<file path="config.mk">
export PLATFORM = sky130hd
export DESIGN_NAME = ccip_mmio_avmm_requestor
export DESIGN_NICKNAME = d
export VERILOG_FILES = /design/src/rtl/ccip_avmm_pkg.sv /design/src/rtl/ccip_avmm_mmio_fifo.sv /design/src/rtl/ccip_mmio_avmm_requestor.sv
export SDC_FILE = /design/constraint.sdc
export NUM_CORES = 2
export LEC_CHECK = 0
export CAP_MARGIN = 20
export CORE_MARGIN = 4
export CORE_UTILIZATION = 30
export CTS_CLUSTER_DIAMETER = 30
export DETAILED_ROUTE_END_ITERATION = 10
export HOLD_SLACK_MARGIN = 0.1
export SYNTH_ARGS = -nofsm -noshare
export SYNTH_HDL_FRONTEND = slang
export SYNTH_SLANG_ARGS = --single-unit
</file>
<file path="constraint.sdc">
create_clock -name clk -period 20.1 [get_ports clk]
set_clock_uncertainty 0.1 [all_clocks]
set_input_delay 4.02 -clock clk [delete_from_list [all_inputs] [get_ports clk]]
set_output_delay 4.02 -clock clk [all_outputs]
set_load 0.01 [all_outputs]
</file>
<file path="src/rtl/ccip_avmm_pkg.sv">
// ----------------------------------------------------------------------------
// ccip_avmm_pkg
// Shared types and constants for the CCI-P MMIO to Avalon-MM requestor.
//   - CCIP_AVMM_MMIO_ADDR_WIDTH : AVMM byte-address width
//   - MMIO_LEN_*                : CCI-P MMIO length encodings
//   - t_if_ccip_c0_Rx / t_if_ccip_c2_Tx : reduced CCI-P channel structs
//     carrying only the MMIO fields this block uses
//   - t_mmio_req_entry          : request FIFO entry
//   - t_mmio_tid_entry          : outstanding-read FIFO entry
//   - t_ctl_state               : controller FSM states
// ----------------------------------------------------------------------------
package ccip_avmm_pkg;

    localparam int CCIP_AVMM_MMIO_ADDR_WIDTH = 18;

    localparam logic [1:0] MMIO_LEN_4B  = 2'b00;
    localparam logic [1:0] MMIO_LEN_8B  = 2'b01;
    localparam logic [1:0] MMIO_LEN_64B = 2'b10;

    typedef struct packed {
        logic [15:0] address;   // 4B-granule MMIO address
        logic [1:0]  length;
        logic [8:0]  tid;
    } t_ccip_c0_ReqMmioHdr;

    typedef struct packed {
        t_ccip_c0_ReqMmioHdr hdr;
        logic [63:0]         data;
        logic                mmioRdValid;
        logic                mmioWrValid;
    } t_if_ccip_c0_Rx;

    typedef struct packed {
        logic [8:0] tid;
    } t_ccip_c2_RspMmioHdr;

    typedef struct packed {
        t_ccip_c2_RspMmioHdr hdr;
        logic                mmioRdValid;
        logic [63:0]         data;
    } t_if_ccip_c2_Tx;

    typedef struct packed {
        logic        is_rd;
        logic [15:0] addr;
        logic [1:0]  length;
        logic [8:0]  tid;
        logic [63:0] data;
    } t_mmio_req_entry;

    typedef struct packed {
        logic [8:0] tid;
        logic       addr0;
        logic [1:0] length;
    } t_mmio_tid_entry;

    typedef enum logic {
        ST_IDLE  = 1'b0,
        ST_ISSUE = 1'b1
    } t_ctl_state;

    // Only 4B and 8B accesses map onto a single 64-bit AVMM beat; 64B and
    // the reserved encoding are dropped.
    function automatic logic mmio_len_supported(input logic [1:0] len);
        return (len == MMIO_LEN_4B) || (len == MMIO_LEN_8B);
    endfunction

    function automatic logic [7:0] mmio_byteenable(input logic addr0, input logic [1:0] len);
        if (len == MMIO_LEN_4B) begin
            return addr0 ? 8'hF0 : 8'h0F;
        end
        return 8'hFF;
    endfunction

endpackage

</file>
<file path="src/rtl/ccip_avmm_mmio_fifo.sv">
// ----------------------------------------------------------------------------
// ccip_avmm_mmio_fifo
// Show-ahead synchronous FIFO: rdata_o always presents the oldest entry
// while empty_o is low. Push when full and pop when empty are ignored.
// Ports:
//   clk, reset_n        clock, async active-low reset (pointers only)
//   push_i, wdata_i     write strobe and data
//   pop_i               consume head entry
//   rdata_o             head entry
//   full_o, empty_o     status
// DEPTH must be a power of two.
// ----------------------------------------------------------------------------
module ccip_avmm_mmio_fifo #(
    parameter int WIDTH = 8,
    parameter int DEPTH = 16
) (
    input  logic             clk,
    input  logic             reset_n,
    input  logic             push_i,
    input  logic [WIDTH-1:0] wdata_i,
    input  logic             pop_i,
    output logic [WIDTH-1:0] rdata_o,
    output logic             full_o,
    output logic             empty_o
);

    localparam int AW = $clog2(DEPTH);

    logic [WIDTH-1:0] mem_q [DEPTH];
    logic [AW:0]      wr_ptr_q, wr_ptr_d;
    logic [AW:0]      rd_ptr_q, rd_ptr_d;
    logic             push_ok;
    logic             pop_ok;

    assign empty_o = (wr_ptr_q == rd_ptr_q);
    // Extra pointer bit distinguishes full from empty.
    assign full_o  = (wr_ptr_q[AW] != rd_ptr_q[AW]) &&
                     (wr_ptr_q[AW-1:0] == rd_ptr_q[AW-1:0]);
    assign push_ok = push_i && !full_o;
    assign pop_ok  = pop_i && !empty_o;
    assign rdata_o = mem_q[rd_ptr_q[AW-1:0]];

    always_comb begin
        wr_ptr_d = wr_ptr_q + {{AW{1'b0}}, push_ok};
        rd_ptr_d = rd_ptr_q + {{AW{1'b0}}, pop_ok};
    end

    always_ff @(posedge clk or negedge reset_n) begin
        if (!reset_n) begin
            wr_ptr_q <= '0;
            rd_ptr_q <= '0;
        end else begin
            wr_ptr_q <= wr_ptr_d;
            rd_ptr_q <= rd_ptr_d;
        end
    end

    always_ff @(posedge clk) begin
        if (push_ok) begin
            mem_q[wr_ptr_q[AW-1:0]] <= wdata_i;
        end
    end

endmodule

</file>
<file path="src/rtl/ccip_mmio_avmm_requestor.sv">
// ----------------------------------------------------------------------------
// ccip_mmio_avmm_requestor
// Converts CCI-P host MMIO requests into Avalon-MM commands and returns MMIO
// read data on c2.
// Ports:
//   clk, reset_n            clock, async active-low reset
//   c0rx                    host MMIO rd/wr requests
//   c2tx                    MMIO read responses (registered)
//   avmm_address            64-bit-aligned byte address
//   avmm_read/avmm_write    commands, held while avmm_waitrequest=1
//   avmm_writedata/byteenable
//   avmm_waitrequest, avmm_readdata, avmm_readdatavalid
//   mmio_overflow           sticky: request dropped (FIFO full or 64B)
// Build option: define MMIO_RD_TIMEOUT_EN to answer reads that get no
// readdatavalid within RD_TIMEOUT_CYCLES with all-ones data.
//
// Controller FSM
//   state    | meaning
//   ST_IDLE  | no command on AVMM; discards unsupported-length heads
//   ST_ISSUE | head command driven; stays while more issuable heads follow
// ----------------------------------------------------------------------------
module ccip_mmio_avmm_requestor
    import ccip_avmm_pkg::*;
#(
    parameter int REQ_FIFO_DEPTH    = 16,
    parameter int TID_FIFO_DEPTH    = 64,
    parameter int RD_TIMEOUT_CYCLES = 512
) (
    input  logic                                 clk,
    input  logic                                 reset_n,
    input  t_if_ccip_c0_Rx                       c0rx,
    output t_if_ccip_c2_Tx                       c2tx,
    output logic [CCIP_AVMM_MMIO_ADDR_WIDTH-1:0] avmm_address,
    output logic                                 avmm_read,
    output logic                                 avmm_write,
    output logic [63:0]                          avmm_writedata,
    output logic [7:0]                           avmm_byteenable,
    input  logic                                 avmm_waitrequest,
    input  logic [63:0]                          avmm_readdata,
    input  logic                                 avmm_readdatavalid,
    output logic                                 mmio_overflow
);

    t_ctl_state      state_q, state_d;
    t_mmio_req_entry req_wdata, req_head;
    t_mmio_tid_entry tid_wdata, tid_head;
    logic            req_push, req_pop, req_full, req_empty;
    logic            tid_push, tid_pop, tid_full, tid_empty;
    logic            c0_strobe;
    logic            issue_ok, discard, cmd_valid, accept;
    logic            tmo_fire, rsp_fire, upper_lane;
    logic            overflow_q, overflow_d;
    logic            rsp_valid_q, rsp_valid_d;
    logic [8:0]      rsp_tid_q, rsp_tid_d;
    logic [63:0]     rsp_data_q, rsp_data_d;

    // ---------------- request capture ----------------
    assign c0_strobe = c0rx.mmioRdValid || c0rx.mmioWrValid;
    assign req_push  = c0_strobe && !req_full;

    always_comb begin
        req_wdata.is_rd  = c0rx.mmioRdValid;
        req_wdata.addr   = c0rx.hdr.address;
        req_wdata.length = c0rx.hdr.length;
        req_wdata.tid    = c0rx.hdr.tid;
        req_wdata.data   = c0rx.data;
    end

    ccip_avmm_mmio_fifo #(
        .WIDTH ($bits(t_mmio_req_entry)),
        .DEPTH (REQ_FIFO_DEPTH)
    ) u_req_fifo (
        .clk     (clk),
        .reset_n (reset_n),
        .push_i  (req_push),
        .wdata_i (req_wdata),
        .pop_i   (req_pop),
        .rdata_o (req_head),
        .full_o  (req_full),
        .empty_o (req_empty)
    );

    // ---------------- issue control ----------------
    // A read head blocks while the tid FIFO is full; a write behind it must
    // wait too, so ordering is only ever decided by the head.
    assign issue_ok  = !req_empty && mmio_len_supported(req_head.length) &&
                       !(req_head.is_rd && tid_full);
    assign discard   = (state_q == ST_IDLE) && !req_empty &&
                       !mmio_len_supported(req_head.length);
    assign cmd_valid = (state_q == ST_ISSUE) && issue_ok;
    assign accept    = cmd_valid && !avmm_waitrequest;
    assign req_pop   = accept || discard;
    assign tid_push  = accept && req_head.is_rd;

    always_comb begin
        state_d = state_q;
        case (state_q)
            ST_IDLE:  if (issue_ok)  state_d = ST_ISSUE;
            ST_ISSUE: if (!issue_ok) state_d = ST_IDLE;
            default:  state_d = ST_IDLE;
        endcase
    end

    // The head is stable until popped and tid_full cannot rise without an
    // accept, so a stalled command never changes under waitrequest.
    always_comb begin
        avmm_read       = 1'b0;
        avmm_write      = 1'b0;
        avmm_address    = '0;
        avmm_writedata  = '0;
        avmm_byteenable = '0;
        if (cmd_valid) begin
            avmm_read       = req_head.is_rd;
            avmm_write      = !req_head.is_rd;
            avmm_address    = {req_head.addr[15:1], 3'b000};
            avmm_byteenable = mmio_byteenable(req_head.addr[0], req_head.length);
            avmm_writedata  = (req_head.length == MMIO_LEN_4B) ?
                              {req_head.data[31:0], req_head.data[31:0]} :
                              req_head.data;
        end
    end

    assign overflow_d = overflow_q || (c0_strobe && req_full) || discard;

    // ---------------- outstanding reads ----------------
    assign tid_wdata = '{tid: req_head.tid, addr0: req_head.addr[0], length: req_head.length};

    ccip_avmm_mmio_fifo #(
        .WIDTH ($bits(t_mmio_tid_entry)),
        .DEPTH (TID_FIFO_DEPTH)
    ) u_tid_fifo (
        .clk     (clk),
        .reset_n (reset_n),
        .push_i  (tid_push),
        .wdata_i (tid_wdata),
        .pop_i   (tid_pop),
        .rdata_o (tid_head),
        .full_o  (tid_full),
        .empty_o (tid_empty)
    );

`ifdef MMIO_RD_TIMEOUT_EN
    localparam int TMO_W = $clog2(RD_TIMEOUT_CYCLES) + 1;
    logic [TMO_W-1:0] tmo_q;

    // Down-counter reloaded whenever nothing is waiting or a response
    // arrives; reaching zero answers the oldest read on the slave's behalf.
    assign tmo_fire = !tid_empty && !avmm_readdatavalid && (tmo_q == '0);

    always_ff @(posedge clk or negedge reset_n) begin
        if (!reset_n) begin
            tmo_q <= '0;
        end else if (tid_empty || avmm_readdatavalid || tmo_fire) begin
            tmo_q <= TMO_W'(RD_TIMEOUT_CYCLES - 1);
        end else begin
            tmo_q <= tmo_q - 1'b1;
        end
    end
`else
    logic unused_tmo_cfg;
    assign unused_tmo_cfg = (RD_TIMEOUT_CYCLES != 0);
    assign tmo_fire       = 1'b0;
`endif

    // readdatavalid with nothing outstanding (e.g. a read orphaned by reset)
    // is dropped here.
    assign rsp_fire   = (avmm_readdatavalid || tmo_fire) && !tid_empty;
    assign tid_pop    = rsp_fire;
    assign upper_lane = (tid_head.length == MMIO_LEN_4B) && tid_head.addr0;

    always_comb begin
        rsp_valid_d = rsp_fire;
        rsp_tid_d   = rsp_tid_q;
        rsp_data_d  = rsp_data_q;
        if (rsp_fire) begin
            rsp_tid_d = tid_head.tid;
            if (tmo_fire) begin
                rsp_data_d = '1;
            end else if (upper_lane) begin
                rsp_data_d = {32'h0, avmm_readdata[63:32]};
            end else begin
                rsp_data_d = avmm_readdata;
            end
        end
    end

    always_ff @(posedge clk or negedge reset_n) begin
        if (!reset_n) begin
            state_q     <= ST_IDLE;
            overflow_q  <= 1'b0;
            rsp_valid_q <= 1'b0;
            rsp_tid_q   <= '0;
            rsp_data_q  <= '0;
        end else begin
            state_q     <= state_d;
            overflow_q  <= overflow_d;
            rsp_valid_q <= rsp_valid_d;
            rsp_tid_q   <= rsp_tid_d;
            rsp_data_q  <= rsp_data_d;
        end
    end

    assign c2tx.hdr.tid     = rsp_tid_q;
    assign c2tx.mmioRdValid = rsp_valid_q;
    assign c2tx.data        = rsp_data_q;
    assign mmio_overflow    = overflow_q;

endmodule

</file>
# Word-level counts from Yosys, hierarchy flattened
# Memories as Yosys holds them, arrays and structs flattened.
# Index checks and enable logic that the tools add are counted.
# totals
regBits	100
mem_bits_rw	2240
output_inout_bits	167
elab_cells	73
mem_count	2
# classes
addsub	4
eq_ne	7
muxes	17
bitwise_logic	1
reduce_logical	33
# mem_list
memory	depth	word_bits	rd	rd_clocked_by_memory_dff	write_ports	line	source
u_req_fifo.mem_q	16	92	1	0	1	ccip_avmm_mmio_fifo.sv:29	logic [WIDTH-1:0] mem_q [DEPTH];
u_tid_fifo.mem_q	64	12	1	0	1	ccip_avmm_mmio_fifo.sv:29	
# op_table
operator	count
$mux W64	3
$mux W8	4
$logic_and A1 B1 Y1	18
$mux W18	1
$add A7 B1 Y7	2
$add A5 B1 Y5	2
$mux W1	9
$logic_not A1 Y1	8
$eq A7 B7 Y1	1
$eq A6 B6 Y1	1
$eq A5 B5 Y1	1
$logic_or A1 B1 Y1	5
$eq A4 B4 Y1	1
$logic_not A2 Y1	2
$eq A2 B1 Y1 const B	1
$ne A1 B1 Y1	2
$not A1 Y1	1

# Logic depth before layout (Yosys ltp)
# logic_depth
depth_word	11
mapped_depth	17

# Modules after synthesis
# From an unflattened synthesis, not the netlist that was laid out.
# hier_totals
hier_cells	4520
hier_area_um2	91116.1
# by_module_without_submodules
mod	instances	cells_each	area_each_um2	seq_area_each_um2
ccip_avmm_mmio_fifo (u_req_fifo)	1	2513	56541.7	44452.6
ccip_avmm_mmio_fifo (u_tid_fifo)	1	1465	30379.1	23412.5
ccip_mmio_avmm_requestor	1	542	4195.3	1901.8

# Worst setup path before layout
# No wires, ideal clock.
# synth_timing
kind	in2reg
startpoint	input port c0rx[0] in the netlist's numbering
endpoint	memory u_req_fifo.mem_q[2][0] in the netlist's numbering, enable pin
arrival_time_ps	10795
path_slack_ps	8550
stages	5
n_path_buf	0
cell_sequence	nor2_1 > a21oi_1 > nor2b_1 > nand2_1 > nor3_1
# synth_via
elab_chain_len	5
# synth_lines
item	line	source
start: declaration	ccip_mmio_avmm_requestor.sv:31	input t_if_ccip_c0_Rx c0rx,
$logic_or A1 B1 Y1	ccip_mmio_avmm_requestor.sv:58	assign c0_strobe = c0rx.mmioRdValid || c0rx.mmioWrValid;
$logic_and A1 B1 Y1	ccip_mmio_avmm_requestor.sv:59	assign req_push = c0_strobe && !req_full;
$logic_and A1 B1 Y1	ccip_avmm_mmio_fifo.sv:39	assign push_ok = push_i && !full_o;
$mux W1	ccip_avmm_mmio_fifo.sv:59	if (push_ok) begin
$mux W1 (not written as such)	ccip_avmm_mmio_fifo.sv:60	mem_q[wr_ptr_q[AW-1:0]] <= wdata_i;
end: declaration	ccip_avmm_mmio_fifo.sv:29	
# Every way passes these cells.

==> results.sh <==
export IMPL_crit_required_ps=15980
export IMPL_cp_data_arrival_time_ps=6440
export IMPL_grt_overflow=0
export IMPL_worst_slew_pin_slew_ps=1190
export IMPL_post_route_cells_drive_above_1_share_pct=27.9
export IMPL_hold_viol_final=0
export IMPL_ys_flop_type="edfxtp_1"
export IMPL_clock_sinks=2340
export IMPL_max_freq_mhz=94.7
export IMPL_cap_viol_max_count=0
export IMPL_cts_setup_buffers=0
export IMPL_grt_pass1_wl_um=338000
export IMPL_first_pass_iters=5
export IMPL_fill_cells=26900
export IMPL_drc_errors=0
export IMPL_ir_drop_v=0.000143
export IMPL_syn_area_per_cell_sq_um=21.6
export IMPL_rows=201
export IMPL_async_flop_share_pct=4.27
export IMPL_cts_tree="built"
export IMPL_endpoint="avmm_byteenable[3]"
export IMPL_seq_area_frac_synth_pct=77.4
export IMPL_core_area_sq_um=300000
export IMPL_gp_congestion=0.770
export IMPL_grt_pass1_vias=46800
export IMPL_vias_per_cell=4.98
export IMPL_synth_edf_count=2240
export IMPL_ios=328
export IMPL_design_area_sq_um=112000
export IMPL_grt_total_usage_pct=14.9
export IMPL_hold_buffers=0
export IMPL_worstSetupPathType="register to output pin"
export IMPL_layout_min_cycle_time_ps=10560
export IMPL_finalCritPeriodShare_pct=52.5
export IMPL_cts_reportedPaths_clkPinSlew_ps=50
export IMPL_grt_max_degree=124
export IMPL_ant_nets=0
export IMPL_setup_worst_path_start="u_req_fifo.rd_ptr_q[0]"
export IMPL_dp_hpwl_um=130000
export IMPL_finalCoreUtilization_pct=37.4
export IMPL_h_tree_depth=5
export IMPL_io_buffers=324
export IMPL_crit_fanout=69
export IMPL_outcome="finished, final reports clean"
export IMPL_drtIter0Drc=4738
export IMPL_die_h_um=556
export IMPL_endpoint_kind="output pin"
export IMPL_rsz0062_at_grt="false"
export IMPL_cts_root_buf="clkbuf_16"
export IMPL_drt_total_wl_um=237000
export IMPL_final_common_cell="edfxtp_1"
export IMPL_synth_distinct_cells=65
export IMPL_dr_total_vias=45400
export IMPL_antenna_found_initial=74
export IMPL_cts_buffers=395
export IMPL_r2r_end="u_req_fifo.rd_ptr_q[4]"
export IMPL_ys_ff_latch=2340
export IMPL_final_cell_mix="edfxtp_1, mux4_2, clkbuf_16"
export IMPL_synth_cells=4182
export IMPL_startpoint_type="register"
export IMPL_slew_violations=0
export IMPL_place_area_sq_um=98500
export IMPL_tns_ps=0
export IMPL_fp_dieArea_sq_um=309000
export IMPL_clock_latency_ps=870
export IMPL_syn_area_sq_um=90200
export IMPL_p_leak_nw=36.2
export IMPL_avgRoutedWirePerCell_um=26.0
export IMPL_start_util_pct=30.1
export IMPL_r2r_start="u_req_fifo.rd_ptr_q[0]"
export IMPL_clock_path_buffers=4
export IMPL_ys_warn_count=0
export IMPL_syn2layout_area_growth_pct=24.4
export IMPL_finalSetupViolations=0
export IMPL_p_per_area_nw_per_um2=169
export IMPL_final_nets=4974
export IMPL_worstHoldPathType="register to register"
export IMPL_die_w_um=556
export IMPL_cts_resized=0
export IMPL_rrSetupSlack_ps=14270
export IMPL_reg2regPathDepth=13
export IMPL_slew_headroom_pct=20.6
## metrics by stage
stage	power (W)	hold WS, ps	instances	worst slack [ps]
2_1_floorplan	0.0101	360	4184	8550
5_1_grt	0.0197	403	9097	9050
3_5_place_dp	0.0124	372	8352	9700
3_3_place_gp	0.0123	362	8332	9780
6_report	0.0190	375	9113	9540
4_1_cts	0.0192	382	9080	8740
## layer usage
layer  track usage (%)  up-vias  wire length [um]
met5             0.141        -               277
met4              4.43       32              6980
met3              3.96      467             19400
met2              24.6     1883            115000
met1              19.2    24100             94500
li1                  -    18900                 -
## state kept, by name (all words and copies together), names as in the netlist
register / cells
u_req_fifo.mem_q: 1472
u_tid_fifo.mem_q: 768
rsp_data_q: 64
rsp_tid_q: 9
u_tid_fifo.rd_ptr_q: 7
u_tid_fifo.wr_ptr_q: 7
u_req_fifo.rd_ptr_q: 5
u_req_fifo.wr_ptr_q: 5
mmio_overflow: 1
rsp_valid_q: 1
state_q: 1
## kinds of logic (layout without fill, tap and decap cells)
group           after synthesis  in the layout  synth area share (%)
simple gates                472            472                  2.56
xor+xnor                     29             29                 0.282
other cells                   1             22               0.00416
fa+ha+maj                     8              8                 0.111
mux                         741            741                  15.9
flops                      2340           2340                  77.4
compound gates              332            332                  2.34
buf+inv                     259           1211                  1.44
## report_power, final
group          internal (W)  switching (W)  total, W
sequential          0.00647       0.000286   0.00676
clock               0.00438        0.00237   0.00674
combinational       0.00214        0.00335   0.00549
## final cells by class
type	instances	area, sq um	area share, %
sequential	2340	69800	62.2
multi-input combinational	1585	19300	17.2
clock buffer	440	10200	9.10
tap	3958	4950	4.42
timing repair buffer	471	4550	4.06
clock inverter	288	3300	2.94
antenna	19	47.5	0.0424
inverter	12	46.3	0.0413
## Yosys cell counts, drive strengths merged, types with 2 or more instances
cell	number	area, sq um
o22ai	37	231
edfxtp	2240	67300
mux2	47	529
o21ai	77	385
a21oi	115	576
mux2i	148	1480
nand3	16	85.1
ha	8	100
nand2b	5	31.3
mux4	546	12300
o311ai	2	17.5
nand2	114	430
a221o	33	330
a211oi	9	67.6
nor3	21	116
or4b	2	23.8
or4	2	15.0
nand3b	6	48.8
buf	120	780
nor4	2	18.8
a32oi	3	26.3
o211ai	3	22.5
nor4bb	8	80.1
and2	34	213
xnor2	13	114
nor2	181	689
nor4b	11	96.3
nor3b	6	45.0
nor2b	8	50.1
clkbuf	127	477
a31oi	5	31.3
inv	12	45.1
a221oi	3	26.3
dfrtp	100	2500
xor2	16	140
o221ai	37	324
a211o	3	26.3
nand4	3	25.0
and3	49	307
## worst max-delay path, stage by stage (launching register included)
cell	delay, ps
dfrtp_4	690
buf_4	800
mux4_2	610
mux2i_1	260
mux2i_4	100
buf_4	340
a211oi_4	300
buf_4	520
nand2_2	750
a21oi_1	530
clkdlybuf4s50_1	620
## how the worst min path moves through the flow
stage | slack [ps] | end | cells after the start | startpoint
floorplan | 360 | u_tid_fifo.wr_ptr_q[6] | 1 | u_tid_fifo.wr_ptr_q[6]
global placement | 360 | rsp_data_q[59] | 2 | rsp_data_q[59]
detailed placement | 370 | rsp_data_q[32] | 2 | rsp_data_q[32]
CTS | 380 | rsp_data_q[32] | 2 | rsp_data_q[32]
global route | 400 | u_req_fifo.rd_ptr_q[4] | 1 | u_req_fifo.rd_ptr_q[4]
finish | 370 | rsp_data_q[32] | 2 | rsp_data_q[32]
No activity file was read; power rests on OpenSTA's default activity.
